===== config.mk =====
export PLATFORM = sky130hd
export DESIGN_NAME = cpu_core
export DESIGN_NICKNAME = d
export VERILOG_FILES = /design/src/rtl/cpu_core_pkg.sv /design/src/rtl/cpu_core_alu4.sv /design/src/rtl/cpu_core.sv
export SDC_FILE = /design/constraint.sdc
export NUM_CORES = 1
export LEC_CHECK = 0
export ABC_AREA = 1
export BUFFER_PORTS_ARGS = -buffer_cell sky130_fd_sc_hd__buf_2
export CELL_PAD_IN_SITES_DETAIL_PLACEMENT = 1
export CELL_PAD_IN_SITES_GLOBAL_PLACEMENT = 1
export CORE_ASPECT_RATIO = 1.75
export CORE_MARGIN = 1
export CORE_UTILIZATION = 34
export CTS_CLUSTER_DIAMETER = 120
export DETAILED_ROUTE_END_ITERATION = 8
export PLACE_DENSITY = 0.66
export SLEW_MARGIN = 20
export SYNTH_ARGS = -nofsm -noshare
export SYNTH_HDL_FRONTEND = slang
export SYNTH_SLANG_ARGS = --single-unit

===== constraint.sdc =====
create_clock -name clk_cpu -period 4.1 [get_ports clk_cpu]
set_input_delay 0.82 -clock clk_cpu [delete_from_list [all_inputs] [get_ports clk_cpu]]
set_output_delay 0.82 -clock clk_cpu [all_outputs]
set_load 0.02 [all_outputs]

===== src/rtl/cpu_core_pkg.sv =====
// Shared definitions for the FourBitCPU execution core: opcode map,
// sequencer state encoding and a small opcode-decode helper.
package cpu_core_pkg;

  typedef enum logic [0:0] {
    ST_FETCH = 1'b0,
    ST_EXEC  = 1'b1
  } state_t;

  localparam logic [3:0] OP_ADD_A  = 4'b0000;
  localparam logic [3:0] OP_MOV_AB = 4'b0001;
  localparam logic [3:0] OP_IN_A   = 4'b0010;
  localparam logic [3:0] OP_MOV_AI = 4'b0011;
  localparam logic [3:0] OP_MOV_BA = 4'b0100;
  localparam logic [3:0] OP_ADD_B  = 4'b0101;
  localparam logic [3:0] OP_IN_B   = 4'b0110;
  localparam logic [3:0] OP_MOV_BI = 4'b0111;
  localparam logic [3:0] OP_OUT_B  = 4'b1001;
  localparam logic [3:0] OP_OUT_I  = 4'b1011;
  localparam logic [3:0] OP_JNC    = 4'b1110;
  localparam logic [3:0] OP_JMP    = 4'b1111;

  // ADD B,Im is the only adder use whose first operand is B.
  function automatic logic alu_uses_b(input logic [3:0] op);
    return (op == OP_ADD_B);
  endfunction

endpackage


===== src/rtl/cpu_core_alu4.sv =====
// 4-bit adder for ADD instructions: returns the wrapped sum and bit-4 carry.
module cpu_core_alu4 (
  input  logic [3:0] a_i,
  input  logic [3:0] b_i,
  output logic [3:0] sum_o,
  output logic       carry_o
);

  logic [4:0] full_s;

  assign full_s  = {1'b0, a_i} + {1'b0, b_i};
  assign sum_o   = full_s[3:0];
  assign carry_o = full_s[4];

endmodule


===== src/rtl/cpu_core.sv =====
// FourBitCPU execution core: PC, A/B registers, carry flag, output port and
// a two-state FETCH/EXEC sequencer retiring one instruction per two cycles.
module cpu_core
  import cpu_core_pkg::*;
(
  input  logic       clk_cpu,
  input  logic       reset,
  input  logic       run,
  input  logic [7:0] rom_data,
  input  logic [3:0] in_port,
  output logic [3:0] rom_adrs,
  output logic [3:0] out_port,
  output logic       retire
);

  state_t     state_q, state_d;
  logic [3:0] pc_q, pc_d;
  logic [3:0] a_q, a_d;
  logic [3:0] b_q, b_d;
  logic [7:0] ir_q, ir_d;
  logic       carry_q, carry_d;
  logic [3:0] out_q, out_d;
  logic       retire_q, retire_d;

  logic [3:0] op_s;
  logic [3:0] im_s;
  logic [3:0] alu_a_s;
  logic [3:0] alu_sum_s;
  logic       alu_carry_s;

  assign op_s    = ir_q[7:4];
  assign im_s    = ir_q[3:0];
  assign alu_a_s = alu_uses_b(op_s) ? b_q : a_q;

  cpu_core_alu4 u_alu4 (
    .a_i     (alu_a_s),
    .b_i     (im_s),
    .sum_o   (alu_sum_s),
    .carry_o (alu_carry_s)
  );

  // Sequencer and datapath next-state: latch IR in FETCH, execute IR in EXEC.
  always_comb begin
    state_d  = state_q;
    pc_d     = pc_q;
    a_d      = a_q;
    b_d      = b_q;
    ir_d     = ir_q;
    carry_d  = carry_q;
    out_d    = out_q;
    retire_d = 1'b0;
    case (state_q)
      ST_FETCH: begin
        if (run) begin
          ir_d    = rom_data;
          state_d = ST_EXEC;
        end else begin
          state_d = ST_FETCH;
        end
      end
      ST_EXEC: begin
        state_d  = ST_FETCH;
        retire_d = 1'b1;
        carry_d  = 1'b0;
        pc_d     = pc_q + 4'd1;
        case (op_s)
          OP_ADD_A:  begin a_d = alu_sum_s; carry_d = alu_carry_s; end
          OP_MOV_AB: a_d = b_q;
          OP_IN_A:   a_d = in_port;
          OP_MOV_AI: a_d = im_s;
          OP_MOV_BA: b_d = a_q;
          OP_ADD_B:  begin b_d = alu_sum_s; carry_d = alu_carry_s; end
          OP_IN_B:   b_d = in_port;
          OP_MOV_BI: b_d = im_s;
          OP_OUT_B:  out_d = b_q;
          OP_OUT_I:  out_d = im_s;
          OP_JNC: begin
            // Branch decision uses the carry held before this instruction.
            if (!carry_q) begin
              pc_d = im_s;
            end else begin
              pc_d = pc_q + 4'd1;
            end
          end
          OP_JMP:    pc_d = im_s;
          default:   ;
        endcase
      end
      default: begin
        state_d = ST_FETCH;
      end
    endcase
  end

  // Architectural state register; reset aborts any instruction in flight.
  always_ff @(posedge clk_cpu or posedge reset) begin
    if (reset) begin
      state_q  <= ST_FETCH;
      pc_q     <= 4'd0;
      a_q      <= 4'd0;
      b_q      <= 4'd0;
      ir_q     <= 8'd0;
      carry_q  <= 1'b0;
      out_q    <= 4'd0;
      retire_q <= 1'b0;
    end else begin
      state_q  <= state_d;
      pc_q     <= pc_d;
      a_q      <= a_d;
      b_q      <= b_d;
      ir_q     <= ir_d;
      carry_q  <= carry_d;
      out_q    <= out_d;
      retire_q <= retire_d;
    end
  end

  assign rom_adrs = pc_q;
  assign out_port = out_q;
  assign retire   = retire_q;

endmodule


## Word level (Yosys, flattened, before mapping)

Index checks and enable logic that the tools add are counted.

| cells by class | value |
|---|---|
| $add $sub $neg | 2 |
| equality and inequality tests | 11 |
| multiplexer cells | 10 |
| bitwise logic cells | 1 |
| reductions and logical operators | 9 |

Operator list:

| cell | number |
|---|---|
| $pmux 4 s4 | 2 |
| $eq 4x3->1 const B | 4 |
| $eq 4x4->1 const B | 4 |
| $pmux 4 s2 | 2 |
| $eq 4x2->1 const B | 2 |
| $mux 4 | 2 |
| $reduce_and 2->1 | 4 |
| $reduce_bool 4->1 | 2 |
| $add 4x4->5 | 1 |
| $add 4x1->4 const B | 1 |
| $eq 4x1->1 const B | 1 |
| $logic_not 4->1 | 1 |
| $mux 1 | 3 |
| $pmux 1 s2 | 1 |
| $reduce_bool 2->1 | 1 |
| $reduce_or 2->1 | 1 |
| $not 1->1 | 1 |

| word-level totals | value |
|---|---|
| bits in registers | 27 |
| input port bits | 15 |
| logic and storage cells | 41 |

## Depth between registers and ports, before layout

Gate-level depths: netlist of run 1.

| depth | value |
|---|---|
| word-level depth | 4 |
| gate-level depth with buffers | 15 |

## Cells and area by module

A second synthesis of run 1 with hierarchy kept.

| second synthesis, totals | value |
|---|---|
| cells, all modules | 251 |
| area total of the unflattened synthesis | 1695.4 µm² |

Modules (own cells, without submodules):

| module | instances | cells each | area an instance (µm²) |
|---|---|---|---|
| cpu_core | 1 | 226 | 1537.7 |
| cpu_core_alu4 | 1 | 25 | 157.7 |

## Worst setup path after synthesis of run 1

Ideal clock, no wire load.

| timing path | value |
|---|---|
| path kind | flip-flop to flip-flop |
| start | register ir_q[7] |
| end | register a_q[2] |
| library setup time | 123 ps |
| arrival time | 1930 ps |
| slack | 2047 ps |
| cell stages (with the launch flop) | 14 |
| buffers on the path | 0 |
| period minus slack after synthesis | 2053 ps |
| cells stage by stage | dfrtp_1 > inv_1 > nand2_2 > inv_1 > nand2_2 > o21ai_0 > ha_1 > inv_1 > fa_1 > xnor2_1 > nor2_1 > nor2_1 > o21ai_0 > nand2_1 |

| on the way | value |
|---|---|
| word-level cells in the longest chain between the ends | 4 |
| elaborated cells on any way between the ends | 10 |
| those cells by class | add/sub (1); eq/ne (4); mux (2); reduce/logical (3) |

RTL lines:

| element | RTL line | source |
|---|---|---|
| from (decl) | cpu_core.sv:20 | `logic [7:0] ir_q, ir_d;` |
| from (signal assigned) | cpu_core.sv:111 | `ir_q <= ir_d;` |
| $eq 4x3->1 | cpu_core_pkg.sv:25 | `return (op == OP_ADD_B);` |
| $mux 4 | cpu_core.sv:33 | `assign alu_a_s = alu_uses_b(op_s) ? b_q : a_q;` |
| $add 4x4->5 | cpu_core_alu4.sv:11 | `assign full_s = {1'b0, a_i} + {1'b0, b_i};` |
| $pmux 4 s4 | cpu_core.sv:66 | `case (op_s)` |
| to (signal assigned) | cpu_core.sv:100 | `a_q <= 4'd0;` |
| to (signal assigned) | cpu_core.sv:109 | `a_q <= a_d;` |
| to (decl) | cpu_core.sv:18 | `logic [3:0] a_q, a_d;` |

Several ways; a longest one is shown, not always the timed one.
A chain may end at the register's enable or synchronous reset.

## Worst setup path after layout of run 1

| timing path | value |
|---|---|
| start | register ir_q[5] |
| end | register a_q[2] |

The elaborated chain is that of the path after synthesis.

==> flow_summary.json, run 1 <==
{
  "grt_setup_unrepaired": "no",
  "instances_no_fill": 312,
  "drt_iter0_drc": 28,
  "fin_crit_sh_pct": 57.4,
  "clock_latency_ns": 0.28,
  "io_buffers": 23,
  "clk_pin_slew_ns": 0.10,
  "maxSlewHeadroom_pct": 59.4,
  "async_reset_ff_share_pct": 100,
  "vias": 1614,
  "drtAntennaViolNets": 0,
  "firstDrtPassIters": 4,
  "fmax_ghz": 0.425,
  "htree_num_levels": 1,
  "start_kind": "flip-flop",
  "grt_pass1_wl_um": 8340,
  "grt_antenna_before_repair": 0,
  "cp_max_fo": 8,
  "synth_top_area_share_pct": 41.1,
  "place_inst": 308,
  "p_seq_share_pct": 41.3,
  "finalCriticalPeriod_ns": 2.35,
  "nNetsFinal": 282,
  "drc": 0,
  "yosysWarnings": 0,
  "grt_start_max_net_pins": 28,
  "crit_start": "ir_q[5]$_DFFE_PP0P_",
  "syn_nets": 255,
  "rows": 33,
  "status": "complete, no violations",
  "maxSlewViolCount": 0,
  "yosysSeqAreaShare_pct": 41.1,
  "hold_buffers": 0,
  "ctsRootBufferMaster": "clkbuf_8",
  "drive_gt1_share_pct": 13.5,
  "synthTopCellsByCount": "82 x nand2_1, 29 x nor2_1, 27 x dfrtp_1",
  "diodes": 0,
  "synth.distinct_cells": 22,
  "syn2layout_area_growth_pct": 13.4,
  "avgViaCountPerCell": 5.17,
  "hold_path_class": "flip-flop to flip-flop",
  "synth_compound_area_share_pct": 11.6,
  "worstMarginPinSlew_ns": 0.608,
  "wl_per_cell_um": 15.9,
  "cts_resized": 0,
  "ios": 24,
  "crit_end": "a_q[2]$_DFFE_PP0P_",
  "initial_core_util_pct": 35.3,
  "final-seq-area_um2": 676,
  "r2r-end": "a_q[2]$_DFFE_PP0P_",
  "synth_fa_ha_area_share_pct": 5.02,
  "timing.rr.start": "ir_q[5]$_DFFE_PP0P_",
  "post-synth-top-area-cell": "dfrtp_1",
  "worst-r2r-setup-slack_ns": 1.75,
  "synth_edf_count": 0,
  "die_h_um": 94.0,
  "p_leak_nw": 0.943,
  "grt_use_total_pct": 23.1,
  "die_area_um2": 5130,
  "finalPower_w": 0.00107,
  "utilization_pct": 40.0,
  "setup_viol": 0,
  "synthSimpleGateAreaFrac_pct": 34.2,
  "synth_mux_area_share_pct": 0,
  "clockBufferDepth": 2,
  "finalWirelength_um": 4970,
  "cts_tree": "built",
  "fin_setup_tns_ns": 0,
  "cts_made_buffers": 3,
  "cell_internal_pwr_w": 0.000598,
  "hold_viol": 0,
  "synth_top_family_by_area": "simple AND/OR/NAND/NOR gates",
  "cellPowerDensity_nw_per_um2": 573,
  "n_fill_cell": 630,
  "power_switching_w": 0.000472,
  "ys_top_cells_by_area": "dfrtp_1 41%, nand2_1 19%, nor2_1 6.6%",
  "ir_drop_mv": 0.242,
  "cap_violations": 0,
  "syn-instance-count": 234,
  "crit_type": "flip-flop to flip-flop",
  "multi_input_area_um2": 863,
  "grt_overflow_total": 0,
  "combPwrFrac_pct": 43.8,
  "synth_ff_type": "dfrtp_1",
  "clock-sinks": 27,
  "ff2ff_path_depth": 13,
  "grt_pass1_vias": 1706,
  "critPathArrivalTime_ns": 2.58,
  "cts_setup_buffers": 0,
  "dp_hpwl_um": 4050,
  "coreArea_um2": 4670,
  "whs_ns": 0.538,
  "syn_area_um2": 1650,
  "synth_seq_cells": 27,
  "syn_avg_cell_area_um2": 7.03,
  "p_clk_share_pct": 14.9,
  "finalClockSkew_ns": 0.00156,
  "crit_required_ns": 4.33,
  "switching_share_pct": 44.1,
  "globalplace.congestion": 0.871,
  "die_x_um": 54.6,
  "critPathCaptureType": "flip-flop",
  "synth-xor-area-share_pct": 1.60,
  "synth_most_common_cell": "nand2_1"
}
per-layer routing:
metal	GRT usage, %	routed length [um]
met5	0	0
met4	13.7	250
met3	2.75	116
met2	40.0	2730
met1	25.1	1870
power groups by stage:
stage               Sequential [W]  Clock [W]  Combinational [W]
floorplan                 0.000469          0           0.000299
global placement          0.000448          0           0.000467
detailed placement        0.000449          0           0.000472
CTS                       0.000444   0.000164           0.000474
global route              0.000458   0.000172           0.000543
finish                    0.000441   0.000160           0.000469
registers in the layout, summed over array words and instances, names as in the netlist:
name      cells
carry_q       1
a_q           4
ir_q          8
b_q           4
rom_adrs      4
state_q       1
retire        1
out_port      4
cell type report:
| class | instances | share of cell area [%] |
|---|---|---|
| inverter | 27 | 5.43 |
| multi-input combinational | 179 | 46.3 |
| tap | 52 | 3.49 |
| clock buffer | 4 | 2.41 |
| sequential | 27 | 36.2 |
| timing repair buffer | 23 | 6.17 |
worst min path at each step:
stage	startpoint	endpoint	slack, ns	depth (start not counted)
CTS	rom_adrs[3]$_DFFE_PP0P_	rom_adrs[3]$_DFFE_PP0P_	0.54	2
detailed placement	rom_adrs[3]$_DFFE_PP0P_	rom_adrs[3]$_DFFE_PP0P_	0.52	2
global placement	rom_adrs[3]$_DFFE_PP0P_	rom_adrs[3]$_DFFE_PP0P_	0.50	2
floorplan	b_q[2]$_DFFE_PP0P_	b_q[2]$_DFFE_PP0P_	0.47	2
finish	rom_adrs[3]$_DFFE_PP0P_	rom_adrs[3]$_DFFE_PP0P_	0.54	2
global route	b_q[2]$_DFFE_PP0P_	b_q[2]$_DFFE_PP0P_	0.57	2
logic make-up after synthesis:
group | Yosys count
AOI/OAI and AO/OA | 35
adders and majority gates | 6
DFF | 27
xor gates and xnor gates | 3
and+or+nand+nor | 135
buffers and inverters | 28
critical path, cell delays in order, from the launching register on:
cell and delay (ns):
dfrtp_1 0.46, inv_1 0.11, nand2_1 0.10, inv_1 0.12
nand2_2 0.12, o21ai_0 0.18, ha_1 0.21, inv_1 0.06
fa_1 0.42, xnor2_1 0.22, nor2_1 0.06, nor2_1 0.08
o21ai_0 0.09, nand2_1 0.06
placed cells by master, fill, tap and decap left out, drive strengths merged:
cell    Yosys  routed
nand2      85      85
o22ai       2       2
o211ai      2       2
a31oi       4       4
nand4       4       4
a21oi       4       4
dfrtp      27      27
xnor2       1       1
clkbuf      0       4
nand3      15      15
nor3        1       1
nor2       30      30
xor2        2       2
fa          1       1
buf         1      23
ha          5       5
o21ai      23      23
inv        27      27
through the flow:
| stage | worst slack, ns | area (um^2) |
|---|---|---|
| 6_report | 1.75 | 1870 |
| 5_1_grt | 1.36 | 1870 |
| 4_1_cts | 1.74 | 1870 |
| 3_5_place_dp | 1.76 | 1820 |
| 3_3_place_gp | 1.86 | 1820 |
| 2_1_floorplan | 2.05 | 1650 |
(Power assumes the default switching activity.)
==> run 2: changes to the inputs <==
--- a/config.mk
+++ b/config.mk
@@ -14,7 +14,7 @@
 export CORE_UTILIZATION = 34
 export CTS_CLUSTER_DIAMETER = 120
 export DETAILED_ROUTE_END_ITERATION = 8
-export PLACE_DENSITY = 0.66
+export PLACE_DENSITY = 0.69
 export SLEW_MARGIN = 20
 export SYNTH_ARGS = -nofsm -noshare
 export SYNTH_HDL_FRONTEND = slang
==> constraint.sdc (replaced) <==
create_clock -name clk_cpu -period 2.1 [get_ports clk_cpu]
set_input_delay 0.42 -clock clk_cpu [delete_from_list [all_inputs] [get_ports clk_cpu]]
set_output_delay 0.42 -clock clk_cpu [all_outputs]
set_load 0.02 [all_outputs]
==> run 2 against run 1 <==
Effect of this change:
- non-clock buffer count rose by 14
- largest power group unchanged
- clock power rose by 100%
- sequential share of layout area fell by 2.5 points
- largest cell class unchanged
- sequential cell count did not move
- global-route usage rose by 0.54 points
- highest routed layer unchanged
- clock skew rose by 0.0075 ns
==> flow_summary.json, run 2 (synthesized netlist as in run 1, its figures left out) <==
{
  "avgViaCountPerCell": 5.13,
  "die_h_um": 94.0,
  "maxSlewHeadroom_pct": 72.1,
  "rows": 33,
  "cp_max_fo": 5,
  "grt_antenna_before_repair": 0,
  "setup_viol": 0,
  "hold_buffers": 0,
  "drt_iter0_drc": 38,
  "dp_hpwl_um": 4140,
  "drc": 0,
  "nNetsFinal": 296,
  "fmax_ghz": 0.494,
  "start_kind": "flip-flop",
  "coreArea_um2": 4670,
  "critPathCaptureType": "flip-flop",
  "hold_viol": 0,
  "clk_pin_slew_ns": 0.11,
  "io_buffers": 23,
  "clock_latency_ns": 0.29,
  "grt_start_max_net_pins": 28,
  "grt_pass1_wl_um": 8450,
  "mostFrequentLayoutCells": "81 x nand2_1, 29 x nor2_1, 27 x dfrtp_1",
  "maxSlewViolCount": 0,
  "r2r-end": "b_q[1]$_DFFE_PP0P_",
  "fin_crit_sh_pct": 96.4,
  "drive_gt1_share_pct": 21.5,
  "hold_path_class": "primary input to asynchronous set/reset pin",
  "vias": 1672,
  "cts_made_buffers": 3,
  "ios": 24,
  "die_area_um2": 5130,
  "htree_num_levels": 1,
  "drtAntennaViolNets": 0,
  "cts_tree": "built",
  "timing.rr.start": "ir_q[7]$_DFFE_PP0P_",
  "finalCriticalPeriod_ns": 2.02,
  "crit_start": "ir_q[7]$_DFFE_PP0P_",
  "clock-sinks": 27,
  "ir_drop_mv": 0.522,
  "worst-r2r-setup-slack_ns": 0.08,
  "setup_ws_ns": 0.0752,
  "wl_per_cell_um": 15.9,
  "ctsRootBufferMaster": "clkbuf_8",
  "grt_overflow_total": 0,
  "ff2ff_path_depth": 13,
  "place_ws_ns": 0.0438,
  "cellPowerDensity_nw_per_um2": 1120,
  "status": "complete, no violations",
  "worstMarginPinSlew_ns": 0.418,
  "syn2layout_area_growth_pct": 21.9,
  "grt_pass1_vias": 1748,
  "finalWirelength_um": 5190,
  "clockBufferDepth": 2,
  "largest_reg_flops": 8,
  "cap_violations": 0,
  "p_leak_nw": 1.02,
  "die_x_um": 54.6,
  "diodes": 0,
  "crit_required_ns": 2.29,
  "grt_use_total_pct": 23.6,
  "firstDrtPassIters": 4,
  "largest-register": "ir_q",
  "crit_type": "flip-flop to flip-flop",
  "globalplace.congestion": 0.900,
  "initial_core_util_pct": 35.3,
  "final_common_cell": "nand2_1",
  "finalClockSkew_ns": 0.00908,
  "critPathArrivalTime_ns": 2.21,
  "utilization_pct": 43.0
}
run 2: changes by cell type in the layout (fill, tap and decap cells not counted), sizes merged:
| cell | change |
|---|---|
| clkbuf | -1 |
| buf | +14 |
| inv | +1 |
run 2: layout make-up:
cell class	count	area (um^2)
repair buffers	37	220
clock inverters	1	8.76
clock buffers	3	41.3
flip-flops and latches	27	676
fillers	633	2660
inverters	27	101
multi-input cells	179	893
well taps	52	65.1
run 2: layer usage:
layer / vias to the layer above / track usage, % / share of wire, %
met5: - / 0 / 0
met4: 0 / 13.5 / 6.6
met3: 17 / 2.10 / 1.8
met2: 34 / 40.9 / 53
met1: 793 / 26.4 / 38
li1: 828 / - / -
run 2: metrics by stage:
stage / instance area (um^2) / setup TNS [ns] / instances / hold WS (ns) / total power, W
floorplan: 1650 / 0 / 234 / 0.471 / 0.00150
global placement: 1920 / 0 / 321 / 0.489 / 0.00186
detailed placement: 1920 / 0 / 321 / 0.499 / 0.00187
CTS: 1970 / 0 / 325 / 0.188 / 0.00221
global route: 2010 / -0.0113 / 326 / 0.223 / 0.00244
finish: 2010 / 0 / 326 / 0.167 / 0.00225
run 2: worst max-delay path, cell delays in order, from the launching register on:
cell and delay [ns]:
dfrtp_1 0.39, inv_1 0.08, nand2_2 0.06, inv_2 0.07
nand2_4 0.06, o21ai_2 0.13, ha_2 0.20, inv_1 0.05
fa_2 0.52, inv_1 0.06, nand2_1 0.06, nand4_1 0.10
nand2_1 0.10, nand2_1 0.05
run 2: timing repair:
| item | in CTS | in global routing |
|---|---|---|
| buffers inserted | 0 | 1 |
| gates resized for setup | 0 | 13 |
| endpoints found under the setup margin | 0 | 6 |
| hold endpoints to repair | 0 | 0 |
run 2: power by group:
| group | switching [W] | internal (W) | leakage [nW] |
|---|---|---|---|
| logic | 0.000647 | 0.000425 | 0.673 |
| registers | 0.000164 | 0.000690 | 0.325 |
| clock network | 0.000183 | 0.000140 | 0.0261 |
run 2: worst max-delay path by stage:
stage	endpoint	cells past startpoint	slack (ns)
2_1_floorplan	a_q[2]$_DFFE_PP0P_	13	0.05
3_3_place_gp	b_q[2]$_DFFE_PP0P_	13	0.09
3_5_place_dp	b_q[1]$_DFFE_PP0P_	13	0.04
4_1_cts	b_q[1]$_DFFE_PP0P_	13	0.03
5_1_grt	b_q[1]$_DFFE_PP0P_	13	-0.01
6_report	b_q[1]$_DFFE_PP0P_	13	0.08
==> run 3: changes to the inputs <==
--- a/config.mk
+++ b/config.mk
@@ -9,12 +9,11 @@
 export BUFFER_PORTS_ARGS = -buffer_cell sky130_fd_sc_hd__buf_2
 export CELL_PAD_IN_SITES_DETAIL_PLACEMENT = 1
 export CELL_PAD_IN_SITES_GLOBAL_PLACEMENT = 1
-export CORE_ASPECT_RATIO = 1.75
 export CORE_MARGIN = 1
 export CORE_UTILIZATION = 34
 export CTS_CLUSTER_DIAMETER = 120
 export DETAILED_ROUTE_END_ITERATION = 8
-export PLACE_DENSITY = 0.69
+export PLACE_DENSITY_LB_ADDON = 0.1
 export SLEW_MARGIN = 20
 export SYNTH_ARGS = -nofsm -noshare
 export SYNTH_HDL_FRONTEND = slang
==> run 3 against run 2 <==
Effect of this change:
- routed wire length is 2.5% lower
- worst hold slack better by 0.021 ns
- non-clock buffer count shrank 1
- critical path type unchanged
- critical endpoint unchanged
- highest routed layer unchanged
==> flow_summary.json, run 3 (synthesized netlist as in run 1, its figures left out) <==
{
  "status": "complete, no violations",
  "clockBufferDepth": 2,
  "finalWirelength_um": 5060,
  "die_area_um2": 5120,
  "ios": 24,
  "place_inst": 320,
  "ir_drop_mv": 0.467,
  "mostFrequentLayoutCells": "80 x nand2_1, 29 x nor2_1, 27 x dfrtp_1",
  "crit_end": "b_q[1]$_DFFE_PP0P_",
  "globalplace.congestion": 0.896,
  "p_seq_share_pct": 38.4,
  "cell_internal_pwr_w": 0.00125,
  "largest-register": "ir_q",
  "finalClockSkew_ns": 0.00791,
  "grt_setup_unrepaired": "no",
  "drt_iter0_drc": 58,
  "grt_overflow_total": 0,
  "cellPowerDensity_nw_per_um2": 1110,
  "use_met3_pct": 2.25,
  "diodes": 0,
  "fmax_ghz": 0.508,
  "cts_tree": "built",
  "grt_pass1_vias": 1762,
  "drtAntennaViolNets": 0,
  "rows": 24,
  "drc": 0,
  "die_h_um": 71.6,
  "grt_start_max_net_pins": 28,
  "cp_max_fo": 6,
  "dp_hpwl_um": 3950,
  "hold_viol": 0,
  "crit_type": "flip-flop to flip-flop",
  "syn2layout_area_growth_pct": 21.5,
  "maxSlewViolCount": 0,
  "clk_pin_slew_ns": 0.10,
  "grt_pass1_wl_um": 8650,
  "avgViaCountPerCell": 5.11,
  "whs_ns": 0.188,
  "critPathArrivalTime_ns": 2.15,
  "grt_use_met2_pct": 37.9,
  "hold_buffers": 0,
  "initial_core_util_pct": 36.5,
  "p_leak_nw": 1.02,
  "crit_start": "ir_q[7]$_DFFE_PP0P_",
  "coreArea_um2": 4500,
  "cts_made_buffers": 3,
  "worstMarginPinSlew_ns": 0.378,
  "setup_ws_ns": 0.131,
  "firstDrtPassIters": 4,
  "io_buffers": 23,
  "largest_reg_flops": 8,
  "ff2ff_path_depth": 13,
  "grt_use_total_pct": 22.1,
  "finalPower_w": 0.00223,
  "setup_viol": 0,
  "vias": 1660,
  "power_switching_w": 0.000978,
  "clock-sinks": 27,
  "worst-r2r-setup-slack_ns": 0.13,
  "drive_gt1_share_pct": 22.3,
  "die_x_um": 71.6,
  "place_ws_ns": 0.0482,
  "clock_latency_ns": 0.28,
  "wl_per_cell_um": 15.6,
  "finalCriticalPeriod_ns": 1.97,
  "r2r-end": "b_q[1]$_DFFE_PP0P_",
  "p_clk_share_pct": 14.0,
  "htree_num_levels": 1,
  "start_kind": "flip-flop",
  "instances_no_fill": 325,
  "combPwrFrac_pct": 47.7,
  "fin_setup_tns_ns": 0,
  "maxSlewHeadroom_pct": 74.7,
  "busiest_layer": "met2",
  "ctsRootBufferMaster": "clkbuf_8",
  "critPathCaptureType": "flip-flop",
  "nNetsFinal": 295,
  "hold_path_class": "primary input to asynchronous set/reset pin",
  "use_met1_pct": 29.8,
  "crit_required_ns": 2.28,
  "grt_antenna_before_repair": 0,
  "final_common_cell": "nand2_1",
  "switching_share_pct": 44.0,
  "timing.rr.start": "ir_q[7]$_DFFE_PP0P_",
  "fin_crit_sh_pct": 93.8,
  "cap_violations": 0
}
run 3: routing by layer:
layer	part of all wire [%]	wire, um	vias up
li1	-	-	824
met5	0	0	-
met4	2.7	135	0
met3	3.7	186	11
met1	48	2440	786
met2	45	2300	39
run 3: repair_timing:
item,4_1_cts,5_1_grt
resized for setup,0,18
setup endpoints to repair,0,7
setup buffers,0,1
run 3: power by group through the flow:
stage	Clock, W	Sequential [W]	Combinational [W]
after global placement	0	0.000857	0.000961
after global routing	0.000337	0.000881	0.00120
after CTS	0.000321	0.000849	0.000985
after detailed placement	0	0.000860	0.000976
after floorplan	0	0.000915	0.000584
final	0.000311	0.000854	0.00106
run 3: final cells by class:
class	instances	area, um^2
clock buffers	4	45.0
fillers	597	2500
inverters	27	101
multi-input cells	179	900
flip-flops and latches	27	676
well taps	52	65.1
repair buffers	36	213
run 3: worst min path at each step:
stage,from,endpoint,cells after the start
global route,reset,rom_adrs[1]$_DFFE_PP0P_,3
global placement,a_q[3]$_DFFE_PP0P_,a_q[3]$_DFFE_PP0P_,2
floorplan,reset,a_q[0]$_DFFE_PP0P_,1
finish,reset,rom_adrs[2]$_DFFE_PP0P_,3
detailed placement,a_q[3]$_DFFE_PP0P_,a_q[3]$_DFFE_PP0P_,2
CTS,reset,rom_adrs[0]$_DFFE_PP0P_,3
run 3: metrics by stage:
stage	area (um^2)	util (%)
floorplan	1650	-
global placement	1910	42.4
detailed placement	1910	42.4
CTS	1960	43.4
global route	2000	44.4
finish	2000	44.4
run 3: critical path: stages, from the launching register on:
cell     delay [ns]
dfrtp_1        0.40
inv_2          0.07
nand2_2        0.06
inv_2          0.09
nand2_4        0.08
o21ai_2        0.11
ha_2           0.18
inv_1          0.05
fa_2           0.52
inv_1          0.05
nand2_1        0.06
nand4_1        0.08
nand2_1        0.07
nand2_1        0.04
